### src/rtl/ball_engine_if.sv
// Signal bundle between the pong ball engine and its paddle controllers,
// renderer and score display.
interface ball_engine_if #(
  parameter int POS_W = 11
);
  // No valid/ready pair: TICK is a one-cycle strobe per frame and the
  // buttons/directions are CLK-synchronous levels; all outputs are registered.
  logic             TICK;
  logic             BTN_A;
  logic             BTN_B;
  logic             A_UP;
  logic             A_DOWN;
  logic             B_UP;
  logic             B_DOWN;
  logic [POS_W-1:0] L_PADDLE_POS;
  logic [POS_W-1:0] R_PADDLE_POS;
  logic [POS_W-1:0] BALL_X;
  logic [POS_W-1:0] BALL_Y;
  logic [3:0]       SPEED;
  logic [3:0]       L_SCORE;
  logic [3:0]       R_SCORE;
  logic             GAME_OVER;
  logic             WINNER;
  logic [2:0]       STATE;

  modport master (
    output TICK, BTN_A, BTN_B, A_UP, A_DOWN, B_UP, B_DOWN,
    output L_PADDLE_POS, R_PADDLE_POS,
    input  BALL_X, BALL_Y, SPEED, L_SCORE, R_SCORE, GAME_OVER, WINNER, STATE
  );

  modport slave (
    input  TICK, BTN_A, BTN_B, A_UP, A_DOWN, B_UP, B_DOWN,
    input  L_PADDLE_POS, R_PADDLE_POS,
    output BALL_X, BALL_Y, SPEED, L_SCORE, R_SCORE, GAME_OVER, WINNER, STATE
  );
endinterface

### src/rtl/ball_engine.sv
// Pong ball/score engine: ball motion on TICK, wall and paddle bounces,
// rally speed-up, and the serve/play/point/game-over sequencing.
module ball_engine #(
  parameter int SCR_W            = 30,
  parameter int SCR_H            = 20,
  parameter int BALL_W           = 2,
  parameter int BALL_H           = 2,
  parameter int PADDLE_H         = 6,
  parameter int MAX_SCORE        = 9,
  parameter int SPEED_MAX        = 3,
  parameter int HITS_PER_SPEEDUP = 4,
  parameter int POS_W            = 11
) (
  input logic          CLK,
  input logic          RST,
  ball_engine_if.slave bus
);
  localparam int PW1   = POS_W + 1;
  localparam int HIT_W = $clog2(HITS_PER_SPEEDUP + 1);

  localparam logic [POS_W-1:0] INIT_X = POS_W'(SCR_W / 2 - 1);
  localparam logic [POS_W-1:0] INIT_Y = POS_W'(SCR_H / 2 - 1);
  localparam logic [POS_W-1:0] YMIN   = POS_W'(1);
  localparam logic [POS_W-1:0] YMAX   = POS_W'(SCR_H - 1 - BALL_H);
  localparam logic [POS_W-1:0] L_FACE = POS_W'(3);
  localparam logic [POS_W-1:0] R_FACE = POS_W'(SCR_W - 3 - BALL_W);
  localparam logic [POS_W-1:0] XMAX   = POS_W'(SCR_W - BALL_W);
  localparam logic [HIT_W-1:0] HITS_TGT  = HIT_W'(HITS_PER_SPEEDUP);
  localparam logic [HIT_W-1:0] HIT_ONE   = HIT_W'(1);
  localparam logic [3:0]       SPD_MAX   = 4'(SPEED_MAX);
  localparam logic [3:0]       SCORE_MAX = 4'(MAX_SCORE);

  typedef enum logic [2:0] {
    IDLE    = 3'd0,
    SERVE_L = 3'd1,
    SERVE_R = 3'd2,
    PLAY    = 3'd3,
    POINT   = 3'd4,
    OVER    = 3'd5
  } state_t;

  state_t           state_q, state_n;
  logic [POS_W-1:0] x_q, x_n, y_q, y_n;
  logic             dx_q, dx_n;  // 1 = moving right
  logic             dy_q, dy_n;  // 1 = moving down
  logic [3:0]       speed_q, speed_n;
  logic [HIT_W-1:0] hits_q, hits_n;
  logic [3:0]       l_q, l_n, r_q, r_n;
  logic             winner_q, winner_n;
  logic             scorer_q, scorer_n;  // 1 = right player scored
  logic             game_over_q, game_over_n;
  logic             a_q, b_q;

  logic             a_rise, b_rise, hit, srv_up, srv_dn;
  logic [POS_W-1:0] s_w;
  logic [3:0]       l_inc, r_inc;

  // Ball rows [y, y+BALL_H-1] intersect paddle rows [pad, pad+PADDLE_H-1].
  function automatic logic overlap(input logic [POS_W-1:0] y,
                                   input logic [POS_W-1:0] pad);
    logic [PW1-1:0] y_bot, p_bot;
    y_bot = {1'b0, y} + PW1'(BALL_H - 1);
    p_bot = {1'b0, pad} + PW1'(PADDLE_H - 1);
    return (y_bot >= {1'b0, pad}) && ({1'b0, y} <= p_bot);
  endfunction

  assign a_rise = bus.BTN_A & ~a_q;
  assign b_rise = bus.BTN_B & ~b_q;
  assign s_w    = POS_W'(speed_q);
  assign l_inc  = l_q + 4'd1;
  assign r_inc  = r_q + 4'd1;

  always_ff @(posedge CLK or posedge RST) begin
    if (RST) begin
      state_q     <= IDLE;
      x_q         <= INIT_X;
      y_q         <= INIT_Y;
      dx_q        <= 1'b1;
      dy_q        <= 1'b1;
      speed_q     <= 4'd1;
      hits_q      <= '0;
      l_q         <= '0;
      r_q         <= '0;
      winner_q    <= 1'b0;
      scorer_q    <= 1'b0;
      game_over_q <= 1'b0;
      a_q         <= 1'b0;
      b_q         <= 1'b0;
    end else begin
      state_q     <= state_n;
      x_q         <= x_n;
      y_q         <= y_n;
      dx_q        <= dx_n;
      dy_q        <= dy_n;
      speed_q     <= speed_n;
      hits_q      <= hits_n;
      l_q         <= l_n;
      r_q         <= r_n;
      winner_q    <= winner_n;
      scorer_q    <= scorer_n;
      game_over_q <= game_over_n;
      a_q         <= bus.BTN_A;
      b_q         <= bus.BTN_B;
    end
  end

  always_comb begin
    state_n  = state_q;
    x_n      = x_q;
    y_n      = y_q;
    dx_n     = dx_q;
    dy_n     = dy_q;
    speed_n  = speed_q;
    hits_n   = hits_q;
    l_n      = l_q;
    r_n      = r_q;
    winner_n = winner_q;
    scorer_n = scorer_q;
    hit      = 1'b0;
    srv_up   = 1'b0;
    srv_dn   = 1'b0;
    case (state_q)
      IDLE: begin
        if (a_rise)      state_n = SERVE_L;
        else if (b_rise) state_n = SERVE_R;
      end
      SERVE_L, SERVE_R: begin
        srv_up = (state_q == SERVE_L) ? bus.A_UP   : bus.B_UP;
        srv_dn = (state_q == SERVE_L) ? bus.A_DOWN : bus.B_DOWN;
        if (srv_up)      dy_n = 1'b0;
        else if (srv_dn) dy_n = 1'b1;
        dx_n    = (state_q == SERVE_L);
        state_n = PLAY;
      end
      PLAY: begin
        if (bus.TICK) begin
          if (dy_q) begin
            if (y_q + s_w >= YMAX) begin y_n = YMAX; dy_n = 1'b0; end
            else                   y_n = y_q + s_w;
          end else begin
            if (y_q <= YMIN + s_w) begin y_n = YMIN; dy_n = 1'b1; end
            else                   y_n = y_q - s_w;
          end
          // Paddle test uses the pre-tick row; crossing the face snaps to it.
          if (dx_q) begin
            if (x_q < R_FACE) begin
              if (x_q + s_w >= R_FACE) begin
                x_n = R_FACE;
                if (overlap(y_q, bus.R_PADDLE_POS)) begin dx_n = 1'b0; hit = 1'b1; end
              end else x_n = x_q + s_w;
            end else if (x_q + s_w >= XMAX) begin
              x_n = XMAX; scorer_n = 1'b0; state_n = POINT;
            end else x_n = x_q + s_w;
          end else begin
            if (x_q > L_FACE) begin
              if (x_q <= L_FACE + s_w) begin
                x_n = L_FACE;
                if (overlap(y_q, bus.L_PADDLE_POS)) begin dx_n = 1'b1; hit = 1'b1; end
              end else x_n = x_q - s_w;
            end else if (x_q <= s_w) begin
              x_n = '0; scorer_n = 1'b1; state_n = POINT;
            end else x_n = x_q - s_w;
          end
          if (hit) begin
            if (hits_q + HIT_ONE == HITS_TGT) begin
              hits_n = '0;
              if (speed_q < SPD_MAX) speed_n = speed_q + 4'd1;
            end else hits_n = hits_q + HIT_ONE;
          end
        end
      end
      POINT: begin
        if (!scorer_q) begin
          l_n = l_inc;
          if (l_inc == SCORE_MAX) begin state_n = OVER; winner_n = 1'b0; end
          else                          state_n = SERVE_R;
        end else begin
          r_n = r_inc;
          if (r_inc == SCORE_MAX) begin state_n = OVER; winner_n = 1'b1; end
          else                          state_n = SERVE_L;
        end
      end
      OVER: begin
        if (a_rise || b_rise) state_n = IDLE;
      end
      default: state_n = IDLE;
    endcase
    // Entering idle or a serve recentres the ball and restarts the rally.
    if (state_n inside {IDLE, SERVE_L, SERVE_R}) begin
      x_n     = INIT_X;
      y_n     = INIT_Y;
      speed_n = 4'd1;
      hits_n  = '0;
    end
    if (state_n == IDLE) begin
      l_n = '0;
      r_n = '0;
    end
    game_over_n = (state_n == OVER);
  end

  assign bus.BALL_X    = x_q;
  assign bus.BALL_Y    = y_q;
  assign bus.SPEED     = speed_q;
  assign bus.L_SCORE   = l_q;
  assign bus.R_SCORE   = r_q;
  assign bus.GAME_OVER = game_over_q;
  assign bus.WINNER    = winner_q;
  assign bus.STATE     = state_q;
endmodule

### src/flat_wrapper.sv
// flat-port wrapper written by rule: the top's interface ports become plain ports
module ball_engine_flat 
#(
  parameter int SCR_W            = 30,
  parameter int SCR_H            = 20,
  parameter int BALL_W           = 2,
  parameter int BALL_H           = 2,
  parameter int PADDLE_H         = 6,
  parameter int MAX_SCORE        = 9,
  parameter int SPEED_MAX        = 3,
  parameter int HITS_PER_SPEEDUP = 4,
  parameter int POS_W            = 11
)
  (CLK, RST, bus_TICK, bus_BTN_A, bus_BTN_B, bus_A_UP, bus_A_DOWN, bus_B_UP, bus_B_DOWN, bus_L_PADDLE_POS, bus_R_PADDLE_POS, bus_BALL_X, bus_BALL_Y, bus_SPEED, bus_L_SCORE, bus_R_SCORE, bus_GAME_OVER, bus_WINNER, bus_STATE);
  ball_engine_if #(.POS_W(POS_W)) bus_i ();
  input logic CLK;
  input logic RST;
  input wire logic [$bits(bus_i.TICK)-1:0] bus_TICK;
  input wire logic [$bits(bus_i.BTN_A)-1:0] bus_BTN_A;
  input wire logic [$bits(bus_i.BTN_B)-1:0] bus_BTN_B;
  input wire logic [$bits(bus_i.A_UP)-1:0] bus_A_UP;
  input wire logic [$bits(bus_i.A_DOWN)-1:0] bus_A_DOWN;
  input wire logic [$bits(bus_i.B_UP)-1:0] bus_B_UP;
  input wire logic [$bits(bus_i.B_DOWN)-1:0] bus_B_DOWN;
  input wire logic [$bits(bus_i.L_PADDLE_POS)-1:0] bus_L_PADDLE_POS;
  input wire logic [$bits(bus_i.R_PADDLE_POS)-1:0] bus_R_PADDLE_POS;
  output wire logic [$bits(bus_i.BALL_X)-1:0] bus_BALL_X;
  output wire logic [$bits(bus_i.BALL_Y)-1:0] bus_BALL_Y;
  output wire logic [$bits(bus_i.SPEED)-1:0] bus_SPEED;
  output wire logic [$bits(bus_i.L_SCORE)-1:0] bus_L_SCORE;
  output wire logic [$bits(bus_i.R_SCORE)-1:0] bus_R_SCORE;
  output wire logic [$bits(bus_i.GAME_OVER)-1:0] bus_GAME_OVER;
  output wire logic [$bits(bus_i.WINNER)-1:0] bus_WINNER;
  output wire logic [$bits(bus_i.STATE)-1:0] bus_STATE;
  assign bus_i.TICK = bus_TICK;
  assign bus_i.BTN_A = bus_BTN_A;
  assign bus_i.BTN_B = bus_BTN_B;
  assign bus_i.A_UP = bus_A_UP;
  assign bus_i.A_DOWN = bus_A_DOWN;
  assign bus_i.B_UP = bus_B_UP;
  assign bus_i.B_DOWN = bus_B_DOWN;
  assign bus_i.L_PADDLE_POS = bus_L_PADDLE_POS;
  assign bus_i.R_PADDLE_POS = bus_R_PADDLE_POS;
  assign bus_BALL_X = bus_i.BALL_X;
  assign bus_BALL_Y = bus_i.BALL_Y;
  assign bus_SPEED = bus_i.SPEED;
  assign bus_L_SCORE = bus_i.L_SCORE;
  assign bus_R_SCORE = bus_i.R_SCORE;
  assign bus_GAME_OVER = bus_i.GAME_OVER;
  assign bus_WINNER = bus_i.WINNER;
  assign bus_STATE = bus_i.STATE;
  ball_engine #(.SCR_W(SCR_W), .SCR_H(SCR_H), .BALL_W(BALL_W), .BALL_H(BALL_H), .PADDLE_H(PADDLE_H), .MAX_SCORE(MAX_SCORE), .SPEED_MAX(SPEED_MAX), .HITS_PER_SPEEDUP(HITS_PER_SPEEDUP), .POS_W(POS_W)) u_core (.CLK(CLK), .RST(RST), .bus(bus_i));
endmodule
### config.mk
export PLATFORM = sky130hd
export DESIGN_NAME = ball_engine_flat
export DESIGN_NICKNAME = d
export VERILOG_FILES = /design/src/rtl/ball_engine_if.sv /design/src/rtl/ball_engine.sv /design/src/flat_wrapper.sv
export SDC_FILE = /design/constraint.sdc
export NUM_CORES = 1
export LEC_CHECK = 0
export ABC_CLOCK_PERIOD_IN_PS = 3100
export CAP_MARGIN = 20
export CORE_ASPECT_RATIO = 1.2
export CORE_UTILIZATION = 40
export CTS_BUF_LIST = sky130_fd_sc_hd__clkbuf_16
export DETAILED_ROUTE_END_ITERATION = 8
export GPL_TIMING_DRIVEN = 0
export HOLD_SLACK_MARGIN = 0.03
export PLACE_DENSITY = 0.71
export RECOVER_POWER = 50
export SKIP_CTS_REPAIR_TIMING = 1
export SLEW_MARGIN = 20
export SYNTH_ARGS = -nofsm -noshare
export SYNTH_HDL_FRONTEND = slang
export SYNTH_SLANG_ARGS = --single-unit
### constraint.sdc
create_clock -name CLK -period 3.1 [get_ports CLK]
set_input_delay 0.465 -clock CLK [delete_from_list [all_inputs] [get_ports CLK]]
set_output_delay 0.465 -clock CLK [all_outputs]
set_load 0.005 [all_outputs]
; Word-level counts from Yosys, hierarchy flattened
; Index checks and enable logic that the tools add are counted.
[word_totals]
register_bits = 47
in_bits = 31
out_inout_bits = 39
wordCells = 166
[classes]
addsub = 13
n_lt_le_gt_ge = 13
n_eq_ne = 18
mux = 78
bitwise = 4
n_reduce_logical = 26
[op_table]
columns = op, n
row1 = $mux 11, 16
row2 = $mux 3, 17
row3 = $mux 4, 12
row4 = $ge 11x5->1 const B, 3
row5 = $mux 1, 30
row6 = $add 11x3->12 const B, 2
row7 = $ge 12x11->1, 2
row8 = $le 11x12->1, 2
row9 = $add 11x4->11, 2
row10 = $le 11x11->1, 2
row11 = $sub 11x4->11, 2
row12 = $reduce_bool 2->1, 10
row13 = $pmux 3 s5, 1
row14 = $add 11x1->12 const B, 1
row15 = $add 4x1->4 const B, 3
row16 = $eq 3x3->1 const B, 4
row17 = $gt 11x2->1 const B, 1
row18 = $le 11x4->1, 1
row19 = $lt 11x5->1 const B, 1
row20 = $ne 2x2->1 const B, 5
row21 = $eq 3x2->1 const B, 3
row22 = $reduce_and 3->1, 3
row23 = $eq 4x4->1 const B, 2
row24 = $reduce_and 2->1, 4
row25 = other kinds (17), 23

; Depth between registers and ports, before layout
[logic_depth]
depth_word = 13
mapped_depth = 15

; Worst setup path before layout
; No wires, ideal clock.
[synth_timing]
path_kind = reg-to-reg
from = reg u_core.y_q[1] (netlist: u_core.bus.BALL_Y[1])
to = reg u_core.hits_q[2]
setup_ns = 0.131
arrival_ns = 3.059
setup_slack_ns = -0.090
stages_incl_launch_ff = 16
period_less_slack_ns = 3.190
path_cell_list = dfrtp_1 > ha_1 > nand4_1 > inv_1 > nand2_1 > nor2_1 > xnor2_1 > ha_1 > and3_1 > a221oi_1 > o211ai_1 > a31oi_1 > a31o_2 > o32ai_4 > and4bb_1 > or3_1
[synth_between]
elab_chain_cells = 11
[synth_rtl]
columns = item, line
row1 = "start, declared", ball_engine.sv:43  ; logic [POS_W-1:0] x_q, x_n, y_q, y_n;
row2 = "start signal, assigned", ball_engine.sv:92  ; y_q <= y_n;
row3 = $add 11x1->12, ball_engine.sv:62  ; y_bot = {1'b0, y} + PW1'(BALL_H - 1);
row4 = $ge 12x11->1, ball_engine.sv:64  ; return (y_bot >= {1'b0, pad}) && ({1'b0, y} <= p_bot);
row5 = $logic_and 1x1->1, ball_engine.sv:64
row6 = $mux 1 (on tied branches), "ball_engine.sv:158, ball_engine.sv:149"
row7 = $mux 1 (on tied branches), "ball_engine.sv:156, ball_engine.sv:147"
row8 = $mux 1 (on tied branches), "ball_engine.sv:155, ball_engine.sv:146"
row9 = $mux 1 (*), ball_engine.sv:145  ; if (dx_q) begin
row10 = $mux 1 (*), ball_engine.sv:136  ; if (bus.TICK) begin
row11 = $mux 1 (*), ball_engine.sv:122  ; case (state_q)
row12 = $reduce_bool 2->1 (no source line) (*), n/a
row13 = $reduce_and 3->1 (no source line) (*), n/a
row14 = "end signal, assigned", ball_engine.sv:96  ; hits_q <= hits_n;
row15 = "end, declared", ball_engine.sv:47  ; logic [HIT_W-1:0] hits_q, hits_n;
; Every way passes the cells marked *; elsewhere a longest branch is shown, timed or not. The select of a mux whose other input is x is not followed.
; A chain may end at the register's enable or synchronous reset.

; Final worst setup path
[layout_timing]
from = reg u_core.y_q[0] (netlist: u_core.bus.BALL_Y[0])
to = reg u_core.hits_q[2]
; The elaborated chain is that of the path after synthesis.

==> metrics.txt <==
Port Buf Inserts=69; largest family of logic cells by synthesized area=simple AND/OR/NAND/NOR gates; vias in the first global route=roughly 5000; Pre-Repair DR Iteration Count=6; GRT Util Overall=0.212; Post-Syn Instances=around 670; drt wl/cell=between 15 and 20 um; Clock Tree Root=clkbuf_16; Min Clock Period, post-route=between 3000 and 4000 ps; setup TNS=-1440 ps; worst-skew pair later-pin latency=300 ps; commonest non-fill, non-tap cell in the layout=ha_1; DR vias=between 5000 and 6000; CTS Buf Count=5; CP endpoint kind=register; Synth Area in XOR/XNOR=0.0827; Post-Synth Adder-Cell Area=0.195; die area=0.0145 mm^2; Multi-input gate area=0.00432 mm^2; final net count=between 900 and 1000; crit-path max FO=7; Yosys cell types=80; Post-Syn Area=between 0.005 and 0.006 mm^2; sequence of cells on the critical path=ha_4 -> nand4_1 -> inv_2 -> nand2_2 -> nor2_4 -> xnor2_2 -> ha_1 -> and3_4 -> a221oi_2 -> o211ai_1 -> a31oi_1 -> a31o_2 -> o32ai_4 -> and4bb_1 -> or3_1; Synth Area in Compound Gates=0.218; antenna violation net count after detailed routing=0; post-synthesis async set-or-reset flop share=1.00; Die Wd=around 110 um; vias per inst=around 5.7; Post-DP HPWL=11.9 mm; CTS tree=done; slowest CP cell=dfstp_2; Leakage Power=3.22 nW; GR Overflow Total=0; WP depth=15; Worst EP arrival=between 3000 and 4000 ps; Clock Sink Count=47; Die Ht=132 um; max_cap viols=1; DRC marker count from the first detailed-route iteration=roughly 310; # DRC=0; fmax=296 MHz; fin crit share=1.09; worst hold stages=2; Net Count, Synth=790; # fillers=roughly 1300; Final Power=0.00624 W; CP Buf/Inv Count=1; final setup fails=15; Crit path max-delay family=simple AND/OR/NAND/NOR gates; H-tree levels=2; commonest cells after routing, fill and taps aside=ha_1 (78), clkdlybuf4s50_1 (63), nor2_1 (51); IO Count=70; register area=0.00120 mm^2; clk slew on worst S/H paths=approximately 70 ps; share of cells above drive strength 1=0.184; global placement routability congestion=just over 0.9; failing checks=max-capacitance violations, max-slew violations, negative setup slack; Site Rows=47; Fin Clk Skew=between 8 and 9 ps; total number of yosys warnings=0; Worst-Margin Slew=1850 ps; final hold vios=0; global-route wire length before repair=between 20 and 25 mm; Max transition margin=-0.235; largest net degree at the start of global routing=35; Final WS setup=-276 ps; Post-synth EDFFs=0; status=finished, violations left; Layout area overhead=29.5%; core area=0.0137 mm^2; sequential element share of the synthesized area=0.212; critical path type=register to register; Crit path required time=around 3300 ps; post-synthesis mux area share=0.0134; final slew viol count=35; cells on worst reg2reg path=15; Routed Wire Length=16.0 mm; Worst Hold Class=register to register; VDD IR max=slightly above 0.6 mV; simple-gate share of the synthesized area=0.218; RSZ-0062 raised after global routing=yes; ys flop type=dfrtp_1; max incr delay on CP=630 ps; tightest hold margin=~540 ps; Critical Path Source Type=register; Antenna diodes=0; #FFs+latches synth=between 40 and 50; initial antenna violation count=0; Power Density=~860 mW/mm^2; syn_area_per_cell=~8.3 um^2; CTS max path bufs=2; Initial Util=0.408
worst paths after layout:
path                                                     to                             start  slack (ps)
max                            u_core.hits_q[2]$_DFFE_PP0P_  u_core.bus.BALL_Y[0]$_DFFE_PP1P_        -280
min                           u_core.bus.WINNER$_DFFE_PP0P_     u_core.bus.WINNER$_DFFE_PP0P_         540
max reg2reg                    u_core.hits_q[2]$_DFFE_PP0P_  u_core.bus.BALL_Y[0]$_DFFE_PP1P_        -280
min reg2reg                   u_core.bus.WINNER$_DFFE_PP0P_     u_core.bus.WINNER$_DFFE_PP0P_         540
max in group asynchronous   u_core.bus.SPEED[1]$_DFFE_PP0P_                               RST         180
min in group asynchronous  u_core.bus.BALL_Y[5]$_DFFE_PP0P_                               RST         660
report_power, final:
| group | leakage (nW) | total, W | internal (W) | switching [W] |
|---|---|---|---|---|
| Combinational | 2.55 | 0.00448 | 0.00203 | 0.00245 |
| Clock | 0.0812 | 0.000615 | 0.000376 | 0.000238 |
| Sequential | 0.593 | 0.00115 | 0.000821 | 0.000325 |
| Total | 3.22 | 0.00624 | 0.00323 | 0.00301 |
worst min-delay path, cell delays in order (launching register included):
cell and delay (ps):
dfrtp_1 350, o21ai_0 80, nand2b_1 70
state kept, by name, summed over array words and instances, names as in the netlist, 3 cells and up:
| signal | flops |
|---|---|
| u_core.bus.BALL_X | 11 |
| u_core.bus.STATE | 3 |
| u_core.bus.L_SCORE | 4 |
| u_core.hits_q | 3 |
| u_core.bus.R_SCORE | 4 |
| u_core.bus.SPEED | 4 |
| u_core.bus.BALL_Y | 11 |
kinds of logic after synthesis:
| logic type | after synthesis |
|---|---|
| adder cells (fa/ha/maj) | 85 |
| AND/OR/NAND/NOR | 229 |
| flip-flops | 47 |
| AO/OA/AOI/OAI | 171 |
| buffers and inverters | 83 |
| XOR/XNOR | 52 |
| multiplexers | 7 |
metal layers:
metal,vias to the layer above,track usage,wire (um)
li1,2663,-,-
met1,2578,0.250,6590
met2,180,0.380,8180
met3,35,0.0218,765
met4,0,0.0889,476
met5,-,0,0
synthesized netlist by cell type (all sizes together) (6+ instances only):
cell / instances / area (um^2)
ha: 81 / 1010
nor2b: 16 / 103
and3: 9 / 56.3
clkbuf: 15 / 56.3
inv: 57 / 214
dfstp: 8 / 210
xnor2: 36 / 323
a211oi: 9 / 72.6
nand4: 12 / 75.1
o21a: 8 / 60.1
xor2: 16 / 140
nand2b: 8 / 50.1
a21o: 6 / 45.0
buf: 11 / 67.6
o211ai: 10 / 75.1
nand3: 23 / 115
a221oi: 6 / 58.8
nor2: 63 / 257
a211o: 6 / 52.6
a31oi: 7 / 43.8
o21ai: 35 / 175
nand2: 43 / 161
nor4: 6 / 43.8
nor3: 17 / 96.4
o31ai: 8 / 60.1
dfrtp: 39 / 976
mux2i: 6 / 63.8
a21oi: 39 / 195
final cells by class:
cell class / instances / share of cell area
Buffer: 26 / 0.0197
Clock buffer: 5 / 0.0173
Clock inverter: 3 / 0.00535
Inverter: 57 / 0.0300
Multi-Input combinational cell: 544 / 0.597
Sequential cell: 47 / 0.166
Tap cell: 171 / 0.0295
Timing Repair Buffer: 106 / 0.136
metrics by stage:
step           instances   util  setup WS (ps)  area [um^2]
2_1_floorplan        674      -          0.787         5620
3_5_place_dp         915  0.478          -1030         6550
3_3_place_gp         914  0.476          -1040         6530
6_report             959  0.529           -276         7250
4_1_cts              923  0.490           -728         6710
5_1_grt              959  0.529           -480         7250
Note: power is estimated with default switching activity, not from simulation.
